--- config.mk ---
export PLATFORM = sky130hd
export DESIGN_NAME = gpi_pad_ctrl
export DESIGN_NICKNAME = d
export VERILOG_FILES = /design/src/rtl/gpi_pad_ctrl_pkg.sv /design/src/rtl/gpi_pad_debounce.sv /design/src/rtl/gpi_pad_ctrl.sv
export SDC_FILE = /design/constraint.sdc
export NUM_CORES = 1
export LEC_CHECK = 0
export CAP_MARGIN = 20
export CORE_ASPECT_RATIO = 2
export CORE_MARGIN = 2
export CORE_UTILIZATION = 45
export DETAILED_ROUTE_END_ITERATION = 7
export SYNTH_ARGS = -nofsm -noshare
export SYNTH_HDL_FRONTEND = slang
export SYNTH_SLANG_ARGS = --single-unit
--- constraint.sdc ---
create_clock -name CLK_I -period 7.9 [get_ports CLK_I]
set_input_delay 0.79 -clock CLK_I [delete_from_list [all_inputs] [get_ports CLK_I]]
set_output_delay 0.79 -clock CLK_I [all_outputs]
set_load 0.005 [all_outputs]
--- src/rtl/gpi_pad_ctrl_pkg.sv ---
// Shared types and constants for the GPI pad controller.
// Optional build macro: GPI_CTRL_WAKE_EN (implements CFG bit7 and the WAKE_O output).
package gpi_pad_ctrl_pkg;

   // Pull-change sequencer states; the encoding is visible on DBG_STATE_O.
   typedef enum logic [2:0] {
      ST_IDLE    = 3'd0,
      ST_ISOLATE = 3'd1,
      ST_APPLY   = 3'd2,
      ST_SETTLE  = 3'd3,
      ST_ENABLE  = 3'd4
   } state_t;

   // Bit positions inside one CFG register.
   localparam int IE_B    = 0;
   localparam int STE_LSB = 1;
   localparam int PD_B    = 3;
   localparam int PU_B    = 4;
   localparam int RISE_B  = 5;
   localparam int FALL_B  = 6;
   localparam int WAKE_B  = 7;

   // Status register addresses, as offsets above the last CFG register (NPADS).
   localparam int PIN_OFS = 0;
   localparam int IRQ_OFS = 1;

   // Cycles the debouncer stays frozen after IE returns, so stale synchroniser bits drain.
   localparam int SYNC_FLUSH = 2;

   typedef struct packed {
      logic       wake_en;
      logic       fall_en;
      logic       rise_en;
      logic       pu;
      logic       pd;
      logic [1:0] ste;
      logic       ie;
   } cfg_t;

   // A pull change needs the isolate/apply/settle/enable sequence.
   function automatic logic pull_changed(input cfg_t a, input cfg_t b);
      return (a.pu != b.pu) || (a.pd != b.pd);
   endfunction

endpackage

--- src/rtl/gpi_pad_debounce.sv ---
// Single-pad input conditioner: 2-flop synchroniser, stability counter, debounced
// level and one-cycle rise/fall strobes that coincide with the PIN update.
// Counting is suspended while the pad is frozen, while IE is low, and for a short
// flush window after both are released.
module gpi_pad_debounce
   import gpi_pad_ctrl_pkg::*;
#(
   parameter int DEB_CYCLES = 16
) (
   input  logic clk_i,
   input  logic rst_i,
   input  logic di_i,
   input  logic ie_i,
   input  logic freeze_i,
   output logic pin_o,
   output logic rise_o,
   output logic fall_o
);

   localparam int CW = $clog2(DEB_CYCLES + 1);

   logic          sync1_q, sync1_d;
   logic          sync2_q, sync2_d;
   logic [CW-1:0] cnt_q, cnt_d;
   logic          pin_q, pin_d;
   logic [1:0]    hold_q, hold_d;
   logic          stall;

   // Next-state for synchroniser, flush window, stability counter and level.
   always_comb begin
      sync1_d = di_i;
      sync2_d = sync1_q;
      stall   = freeze_i | ~ie_i;
      hold_d  = stall ? 2'(SYNC_FLUSH) : ((hold_q != 2'd0) ? hold_q - 2'd1 : 2'd0);
      cnt_d   = cnt_q;
      pin_d   = pin_q;
      rise_o  = 1'b0;
      fall_o  = 1'b0;
      if (stall || (hold_q != 2'd0) || (sync2_q == pin_q)) begin
         cnt_d = '0;
      end else if (cnt_q == CW'(DEB_CYCLES - 1)) begin
         cnt_d  = '0;
         pin_d  = sync2_q;
         rise_o = sync2_q;
         fall_o = ~sync2_q;
      end else begin
         cnt_d = cnt_q + CW'(1);
      end
   end

   // Register all per-pad input state.
   always_ff @(posedge clk_i or posedge rst_i) begin
      if (rst_i) begin
         sync1_q <= 1'b0;
         sync2_q <= 1'b0;
         cnt_q   <= '0;
         pin_q   <= 1'b0;
         hold_q  <= 2'd0;
      end else begin
         sync1_q <= sync1_d;
         sync2_q <= sync2_d;
         cnt_q   <= cnt_d;
         pin_q   <= pin_d;
         hold_q  <= hold_d;
      end
   end

   assign pin_o = pin_q;

endmodule

--- src/rtl/gpi_pad_ctrl.sv ---
// GPI pad bank controller: config register file, glitch-safe pull sequencer,
// per-pad debounce and edge interrupt collection.
// Optional build macro: GPI_CTRL_WAKE_EN (CFG bit7 WAKE_EN and the WAKE_O output).
//
// Config handshake: the master raises CFG_REQ_I with WE/ADDR/WDATA stable and holds
// them until it sees CFG_ACK_O, a single-cycle pulse; read data is valid only while
// CFG_ACK_O is high. A request is accepted only in IDLE and never in the cycle that
// already carries an ack, so a master that drops REQ one cycle late is not serviced
// twice. A pull-changing write completes and acks even if REQ is dropped early.
module gpi_pad_ctrl
   import gpi_pad_ctrl_pkg::*;
#(
   parameter int NPADS         = 8,
   parameter int DEB_CYCLES    = 16,
   parameter int SETTLE_CYCLES = 32,
   parameter int ADDR_W        = $clog2(NPADS + 2)
) (
   input  logic                 CLK_I,
   input  logic                 RST_I,
   input  logic                 CFG_REQ_I,
   input  logic                 CFG_WE_I,
   input  logic [ADDR_W-1:0]    CFG_ADDR_I,
   input  logic [7:0]           CFG_WDATA_I,
   output logic                 CFG_ACK_O,
   output logic [7:0]           CFG_RDATA_O,
   output logic [NPADS-1:0]     IE_O,
   output logic [2*NPADS-1:0]   STE_O,
   output logic [NPADS-1:0]     PD_O,
   output logic [NPADS-1:0]     PU_O,
   input  logic [NPADS-1:0]     DI_I,
   output logic [NPADS-1:0]     PIN_O,
   output logic                 IRQ_O,
`ifdef GPI_CTRL_WAKE_EN
   output logic                 WAKE_O,
`endif
   output logic [2:0]           DBG_STATE_O
);

   localparam int IDX_W = (NPADS > 1) ? $clog2(NPADS) : 1;
   localparam int SET_W = $clog2(SETTLE_CYCLES + 1);
   localparam int RD_W  = (NPADS < 8) ? NPADS : 8;
   localparam logic [ADDR_W-1:0] A_PIN = ADDR_W'(NPADS + PIN_OFS);
   localparam logic [ADDR_W-1:0] A_IRQ = ADDR_W'(NPADS + IRQ_OFS);

   state_t                 state_q, state_d;
   logic [IDX_W-1:0]       seq_idx_q, seq_idx_d;
   cfg_t                   seq_cfg_q, seq_cfg_d;
   logic [SET_W-1:0]       settle_q, settle_d;
   logic                   ack_q, ack_d;
   logic [7:0]             rdata_q, rdata_d;
   cfg_t                   cfg_q [NPADS];
   cfg_t                   cfg_d [NPADS];
   logic [NPADS-1:0]       ie_q, ie_d;
   logic [NPADS-1:0]       pd_q, pd_d;
   logic [NPADS-1:0]       pu_q, pu_d;
   logic [2*NPADS-1:0]     ste_q, ste_d;
   logic [NPADS-1:0]       pend_q, pend_d;

   logic [NPADS-1:0]       pin, rise, fall, freeze, set, clr;
   logic [IDX_W-1:0]       addr_idx;
   logic                   is_cfg;
   cfg_t                   wr_cfg;

   assign addr_idx = CFG_ADDR_I[IDX_W-1:0];
   assign is_cfg   = (CFG_ADDR_I < ADDR_W'(NPADS));

`ifdef GPI_CTRL_WAKE_EN
   assign wr_cfg = cfg_t'(CFG_WDATA_I);
`else
   // Without the wake feature bit7 is never stored.
   logic wdata_unused;
   assign wdata_unused = CFG_WDATA_I[WAKE_B];
   assign wr_cfg       = cfg_t'({1'b0, CFG_WDATA_I[WAKE_B-1:0]});
`endif

   // Per-pad freeze while that pad is being sequenced, and enabled edge flags.
   always_comb begin
      freeze = '0;
      set    = '0;
      for (int i = 0; i < NPADS; i++) begin
         freeze[i] = (state_q != ST_IDLE) && (seq_idx_q == IDX_W'(i));
         set[i]    = (rise[i] & cfg_q[i].rise_en) | (fall[i] & cfg_q[i].fall_en);
      end
   end

   // Register-port decode and pull sequencer next state.
   always_comb begin
      state_d   = state_q;
      seq_idx_d = seq_idx_q;
      seq_cfg_d = seq_cfg_q;
      settle_d  = settle_q;
      ack_d     = 1'b0;
      rdata_d   = '0;
      cfg_d     = cfg_q;
      ie_d      = ie_q;
      pd_d      = pd_q;
      pu_d      = pu_q;
      ste_d     = ste_q;
      clr       = '0;
      case (state_q)
         ST_IDLE: begin
            if (CFG_REQ_I && !ack_q) begin
               ack_d = 1'b1;
               if (is_cfg) begin
                  if (!CFG_WE_I) begin
                     rdata_d = cfg_q[addr_idx];
                  end else if (pull_changed(wr_cfg, cfg_q[addr_idx])) begin
                     ack_d     = 1'b0;
                     state_d   = ST_ISOLATE;
                     seq_idx_d = addr_idx;
                     seq_cfg_d = wr_cfg;
                  end else begin
                     cfg_d[addr_idx]                = wr_cfg;
                     ie_d[addr_idx]                 = wr_cfg.ie;
                     ste_d[{addr_idx, 1'b0} +: 2]   = wr_cfg.ste;
                  end
               end else if (CFG_ADDR_I == A_PIN) begin
                  if (!CFG_WE_I) rdata_d[RD_W-1:0] = pin[RD_W-1:0];
               end else if (CFG_ADDR_I == A_IRQ) begin
                  if (CFG_WE_I) clr[RD_W-1:0] = CFG_WDATA_I[RD_W-1:0];
                  else          rdata_d[RD_W-1:0] = pend_q[RD_W-1:0];
               end
            end
         end
         ST_ISOLATE: begin
            ie_d[seq_idx_q] = 1'b0;
            state_d         = ST_APPLY;
         end
         ST_APPLY: begin
            pu_d[seq_idx_q]               = seq_cfg_q.pu;
            pd_d[seq_idx_q]               = seq_cfg_q.pd;
            ste_d[{seq_idx_q, 1'b0} +: 2] = seq_cfg_q.ste;
            settle_d                      = SET_W'(SETTLE_CYCLES - 1);
            state_d                       = ST_SETTLE;
         end
         ST_SETTLE: begin
            if (settle_q == '0) state_d = ST_ENABLE;
            else                settle_d = settle_q - SET_W'(1);
         end
         ST_ENABLE: begin
            ie_d[seq_idx_q]  = seq_cfg_q.ie;
            cfg_d[seq_idx_q] = seq_cfg_q;
            ack_d            = 1'b1;
            state_d          = ST_IDLE;
         end
         default: state_d = ST_IDLE;
      endcase
      // A new edge wins over a simultaneous write-1-to-clear.
      pend_d = (pend_q & ~clr) | set;
   end

   // Controller state, register file, pad outputs and pending flags.
   always_ff @(posedge CLK_I or posedge RST_I) begin
      if (RST_I) begin
         state_q   <= ST_IDLE;
         seq_idx_q <= '0;
         seq_cfg_q <= '0;
         settle_q  <= '0;
         ack_q     <= 1'b0;
         rdata_q   <= '0;
         for (int i = 0; i < NPADS; i++) cfg_q[i] <= '0;
         ie_q      <= '0;
         pd_q      <= '0;
         pu_q      <= '0;
         ste_q     <= '0;
         pend_q    <= '0;
      end else begin
         state_q   <= state_d;
         seq_idx_q <= seq_idx_d;
         seq_cfg_q <= seq_cfg_d;
         settle_q  <= settle_d;
         ack_q     <= ack_d;
         rdata_q   <= rdata_d;
         cfg_q     <= cfg_d;
         ie_q      <= ie_d;
         pd_q      <= pd_d;
         pu_q      <= pu_d;
         ste_q     <= ste_d;
         pend_q    <= pend_d;
      end
   end

   for (genvar g = 0; g < NPADS; g++) begin : g_pad
      gpi_pad_debounce #(.DEB_CYCLES(DEB_CYCLES)) u_deb (
         .clk_i    (CLK_I),
         .rst_i    (RST_I),
         .di_i     (DI_I[g]),
         .ie_i     (ie_q[g]),
         .freeze_i (freeze[g]),
         .pin_o    (pin[g]),
         .rise_o   (rise[g]),
         .fall_o   (fall[g])
      );
   end

`ifdef GPI_CTRL_WAKE_EN
   logic [NPADS-1:0] wake_en;

   // Gather WAKE_EN bits; the wake path itself uses the raw pad input so it works unclocked.
   always_comb begin
      wake_en = '0;
      for (int i = 0; i < NPADS; i++) wake_en[i] = cfg_q[i].wake_en;
   end

   assign WAKE_O = |(wake_en & ie_q & (DI_I ^ pin));
`endif

   assign CFG_ACK_O   = ack_q;
   assign CFG_RDATA_O = rdata_q;
   assign IE_O        = ie_q;
   assign STE_O       = ste_q;
   assign PD_O        = pd_q;
   assign PU_O        = pu_q;
   assign PIN_O       = pin;
   assign IRQ_O       = |pend_q;
   assign DBG_STATE_O = state_q;

endmodule

Word-level counts from Yosys, hierarchy flattened
Index checks and enable logic that the tools add are counted.

word-level totals
  bits in registers = 220
  output and inout port bits = 61

cells by class
  add/subtract/negate cells = 19
  order comparisons = 9
  equality and inequality tests = 38
  shifts and indexed selects = 4
  multiplexer cells = 125
  bitwise gates (word level) = 63
  reduce and logical (&&, ||, !) cells = 62

operator list
  kind                                                                     count
  64-bit two-way mux                                                       4
  8-bit two-way mux                                                        22
  64-bit bitwise mux                                                       2
  64-bit case mux with 2 select lines                                      1
  5-bit two-way mux                                                        16
  16-bit two-way mux                                                       4
  8-bit demux with 3-bit select                                            2
  5-bit by 1-bit adder with 5-bit output (second input constant)           8
  5-bit by 4-bit == test with 1-bit output (second input constant)         8
  1-bit two-way mux                                                        38
  16-bit bitwise mux                                                       2
  8-bit bitwise mux                                                        4
  2-bit two-way mux                                                        16
  16-bit case mux with 2 select lines                                      1
  2-bit by 6-bit variable shift with 16-bit output (first input constant)  2
  2-bit by 6-bit variable part select with 16-bit output                   2
  5-bit AND reduction                                                      5
  8-bit binary-select mux with 3-bit select                                1
  1-bit NOT                                                                24
  8-bit case mux with 3 select lines                                       1
  2-bit nonzero test                                                       11
  2-bit AND reduction                                                      9
  1-bit logical OR                                                         17
  1-bit bitwise AND                                                        16
  32 further kinds                                                         104

Logic depth before layout (Yosys ltp)
  depth in word-level cells = 11
  mapped depth = 11
  gate-level depth less buffers = 9

Modules after synthesis
From an unflattened synthesis, not the netlist that was laid out.

unflattened totals
  cells, all modules = 1,002
  area total of the unflattened synthesis = 10,959.3 um2

modules (own cells, without submodules)
  module            instances  cells an instance  area each (um2)  sequential area each (um2)
  gpi_pad_ctrl      1          722                7,425.9          3,303.2
  gpi_pad_debounce  8          35                 441.7            250.2

Least setup slack after synthesis
Ideal clock, no wire load.

  path type = input port to flip-flop
  from = in CFG_ADDR_I[0]
  to = reg cfg_q[40] (netlist name)
  arrival = 2,842 ps
  required time = 7,774 ps
  path slack = 4,932 ps
  stages on the path = 8
  path buffers = 2
  cell sequence = buf_6 > mux2_4 > o2bb2ai_2 > or3_1 > buf_6 > a2111oi_4 > nor2_2 > a221o_1

between the ends
  cells in the longest elaborated chain, start to end = 11

RTL lines
  item                                                                                                                              RTL line                                  text
  start, declared                                                                                                                   gpi_pad_ctrl.sv:22                        input logic [ADDR_W-1:0] CFG_ADDR_I,
  3-bit NOT with 4-bit output (implied by the code)                                                                                 gpi_pad_ctrl.sv:107, gpi_pad_ctrl.sv:113
  4-bit greater-or-equal comparator (implied by the code) or 4-bit by 1-bit less-than comparator with 1-bit output (tied branches)  gpi_pad_ctrl.sv:113                       cfg_d[addr_idx] = wr_cfg;
  1-bit logical AND (implied by the code)                                                                                           gpi_pad_ctrl.sv:113
  8-bit two-way mux (implied by the code)                                                                                           gpi_pad_ctrl.sv:113
  8-bit demux with 3-bit select                                                                                                     gpi_pad_ctrl.sv:113
  64-bit bitwise mux                                                                                                                gpi_pad_ctrl.sv:113
  64-bit two-way mux                                                                                                                gpi_pad_ctrl.sv:107                       end else if (pull_changed(wr_cfg, cfg_q[addr_idx])) begin
  64-bit two-way mux                                                                                                                gpi_pad_ctrl.sv:105                       if (!CFG_WE_I) begin
  64-bit two-way mux                                                                                                                gpi_pad_ctrl.sv:104                       if (is_cfg) begin
  64-bit two-way mux                                                                                                                gpi_pad_ctrl.sv:102                       if (CFG_REQ_I && !ack_q) begin
  64-bit case mux with 2 select lines                                                                                               gpi_pad_ctrl.sv:100                       case (state_q)
  end signal, assigned                                                                                                              gpi_pad_ctrl.sv:174                       cfg_q <= cfg_d;
  end, declared                                                                                                                     gpi_pad_ctrl.sv:51                        cfg_t cfg_q [NPADS];

Parallel ways exist; a longest one is shown, timed or not. The select of a mux whose other input is x is not followed.
A chain may end at the register's enable or synchronous reset.

Worst setup path in the final report
  from = in CFG_ADDR_I[2]
  to = reg cfg_q[37] (netlist name)

Same word-level chain as after synthesis.

==> impl_metrics.py <==
metrics = {
    "synth": {
        "yosysMostFrequentCell": "dfrtp_1",
        "synthDominantCellAreaShare": 0.509,
        "async_flop_share": 1.00,
        "syn_nets": 993,
        "yosysSeqAreaShare": 0.509,
        "yosysTopAreaCell": "dfrtp_1",
        "yosysUniqueCellTypes": 75,
        "syn-cell-area_um2": 10400,
        "synth_edf_count": 0,
        "postSynthCellCount": 950,
        "netlist_top_cells_area": "dfrtp_1 51%, mux2_2 4.2%, a22o_1 3.3%",
        "synth_commonest_cells": "212 x dfrtp_1, 75 x nor2_1, 67 x nand2_1",
        "yosys_warnings": 0,
        "synth_top_flop_cell": "dfrtp_1",
        "syn_area_per_cell_um2": 11.0,
        "ys_ff_latch": 212,
    },
    "worst_hold_path": {
        "hp-class": "reg2reg",
        "hold_depth": 0,
        "holdPathEnd": "g_pad[3].u_deb.sync2_q",
        "min-delay-start": "g_pad[3].u_deb.sync1_q",
    },
    "sta": {
        "relSlewSlack": 0.305,
        "worst_pin_slew_ns": 1.03,
        "hold_violations": 0,
        "clock.fmax_ghz": 0.262,
        "setup_viol": 0,
        "skew_ns": 0.00932,
        "min_period_ns": 3.82,
        "slew_viol_final": 0,
        "rsz0062_at_grt": "no",
        "fin_tns_setup_ns": 0,
        "post-route-period-util": 0.484,
    },
    "clocking": {
        "postCtsSetupRepairBufs": 0,
        "clockRootBuffer": "clkbuf_16",
        "clkTransAtPathRegs_ns": 0.07,
        "cts_resized": 0,
        "clk_latency_ns": 0.51,
        "holdBufCountCts": 0,
        "cts_buffer_depth": 3,
        "numCtsBuffers": 21,
        "tritoncts": "done",
        "cts_sinks": 212,
        "htree_levels": 1,
    },
    "run": {
        "drv_cap": 0,
    },
    "setup_path": {
        "reg2reg_from": "DBG_STATE_O[2]",
        "worstReg2RegEnd": "cfg_q[37]",
        "r2r_cells": 6,
        "arrival_ns": 4.22,
        "cp-start-kind": "input pin",
        "rrSetupSlack_ns": 4.41,
        "cp_top_family": "compound AO/OA/AOI/OAI gates",
        "crit_slowest_cell": "a211oi_4",
        "critical_path.max_fanout": 28,
        "required_ns": 8.30,
        "end_kind": "register",
        "critPathKind": "in2reg",
        "path_buf_inv": 3,
        "crit_path_max_incr_delay_ns": 0.69,
        "path_cells": "clkdlybuf4s50_1, buf_4, clkinv_1, mux4_2, xnor2_4, a211oi_4, a31oi_1, a22o_1",
    },
    "place": {
        "detailed_place.area_um2": 11400,
        "dp_cells": 1266,
        "dpl.hpwl_mm": 22.1,
        "gp_congestion": 0.947,
        "port_buffers": 84,
    },
    "global_routing": {
        "grt_max_degree": 136,
        "grt_pass1_wl_mm": 47.7,
        "antenna_found_initial": 0,
        "grt-ovfl-total": 0,
        "grt_pass1_vias": 8209,
        "track_usage": 0.253,
    },
    "final_layout": {
        "syn2layout_area_growth_pct": 16.7,
        "nNetsFinal": 1053,
        "fill_cells": 2035,
        "layout-drive-gt1-share": 0.134,
        "stdcell_area_um2": 12200,
        "antenna_cells": 0,
        "finalNonFillerCells": 1304,
    },
    "status": {
        "status": "completed",
    },
    "floorplanning": {
        "die_h_um": 219,
        "initial_core_util": 0.458,
        "rows": 78,
        "die-area_um2": 24500,
        "core_um2": 22700,
        "die-width_um": 112,
        "io_pins": 85,
    },
    "route": {
        "wl_mm": 30.5,
        "via_per_inst": 6.11,
        "ant_nets": 0,
        "drc": 0,
        "dr.pass1.iters": 6,
        "drt-initial-drc-count": 566,
        "avgRoutedWirePerCell_um": 23.4,
        "vias": 7966,
    },
    "pwr": {
        "power_density_nw_per_um2": 237,
        "vdd_drop_max_mv": 0.194,
        "p_leak_nw": 5.47,
    },
}
## cell usage in the layout, fill, tap and decap left out, types with 5 or more instances in the layout
cell type	synthesis	layout
a31oi_1	7	7
a221o_1	9	9
xnor2_1	10	10
nand2b_1	7	7
nand3_1	43	43
mux2_2	39	39
mux2i_1	24	24
and3_1	13	13
and2_1	22	22
a211oi_1	5	5
a21o_1	25	25
nand2_1	67	67
xor2_1	18	18
a21oi_1	12	12
nor3_1	18	18
o211ai_1	5	5
a22o_1	39	39
buf_4	17	10
a22oi_1	16	16
o221a_2	9	9
mux4_2	5	5
o2bb2ai_1	13	13
o22ai_1	22	22
clkbuf_16	0	21
ha_1	19	19
dfrtp_1	212	212
a2bb2oi_1	7	7
nor4_1	13	13
nor2_1	75	75
o21ai_0	28	28
inv_1	27	26
clkdlybuf4s50_1	0	84
or2_2	12	12
nor3b_1	10	10
## cells by family (layout without fill, tap and decap cells)
logic type | Yosys count | count (layout) | share of synthesized area
and+or+nand+nor | 302 | 302 | 0.145
AOI/OAI and AO/OA | 232 | 232 | 0.181
DFF | 212 | 212 | 0.509
buffers and inverters | 87 | 161 | 0.0394
muxes | 69 | 69 | 0.0774
xor gates and xnor gates | 29 | 29 | 0.0262
adders and majority gates | 19 | 19 | 0.0228
## registers in the layout (all words and copies together) (netlist names)
name and count:
cfg_q 56, g_pad.u_deb.cnt_q 40, STE_O 16, g_pad.u_deb.hold_q 16, CFG_RDATA_O 8, IE_O 8, PD_O 8, PU_O 8
g_pad.u_deb.pin_o 8, g_pad.u_deb.sync1_q 8, g_pad.u_deb.sync2_q 8, pend_q 8, seq_cfg_q 7, settle_q 6, DBG_STATE_O 3, seq_idx_q 3
CFG_ACK_O 1
## worst max-delay path by stage
| stage | startpoint | to | cells past startpoint |
|---|---|---|---|
| floorplan | RST_I | CFG_ACK_O | 1 |
| global placement | CFG_ADDR_I[0] | cfg_q[37] | 8 |
| detailed placement | CFG_ADDR_I[2] | cfg_q[37] | 8 |
| CTS | CFG_ADDR_I[2] | cfg_q[37] | 8 |
| global route | CFG_ADDR_I[2] | cfg_q[37] | 8 |
| finish | CFG_ADDR_I[2] | cfg_q[37] | 8 |
## worst reg2reg max path: cells and delay by family, from the launching register on
| kind | cells | cell delay [ns] |
|---|---|---|
| compound gates | 3 | 1.49 |
| flops | 1 | 0.61 |
| simple gates | 3 | 1.29 |
## stage by stage
stage | utilization | worst slack [ns] | power (W) | hold slack, ns
floorplan | - | 1.32 | 0.00159 | 0.331
global placement | 0.501 | 3.64 | 0.00181 | 0.333
detailed placement | 0.501 | 3.60 | 0.00181 | 0.337
CTS | 0.534 | 4.15 | 0.00291 | 0.355
global route | 0.535 | 4.01 | 0.00302 | 0.356
finish | 0.535 | 4.08 | 0.00288 | 0.348
## metal layers
layer,vias up,GRT usage,part of all wire
met5,-,0,0
met3,106,0.0249,0.043
met2,314,0.451,0.52
met4,0,0.169,0.075
met1,3953,0.284,0.37
li1,3593,-,-
## power by group
group	leakage [nW]	switching (W)	total, W	internal, W
Sequential	2.74	0.000119	0.00131	0.00119
Combinational	2.37	0.000252	0.000480	0.000228
Clock	0.363	0.000439	0.00109	0.000649
## final cells by class
type                            instances  area, µm²  share of cell area
Clock buffer                           25        571              0.0469
Clock inverter                         12        173              0.0142
Inverter                               29        116             0.00956
Multi-Input combinational cell        651       4710               0.387
Sequential cell                       212       5310               0.436
Tap cell                              280        350              0.0288
Timing Repair Buffer                   95        943              0.0775
Note: power is estimated with default switching activity, not from simulation.
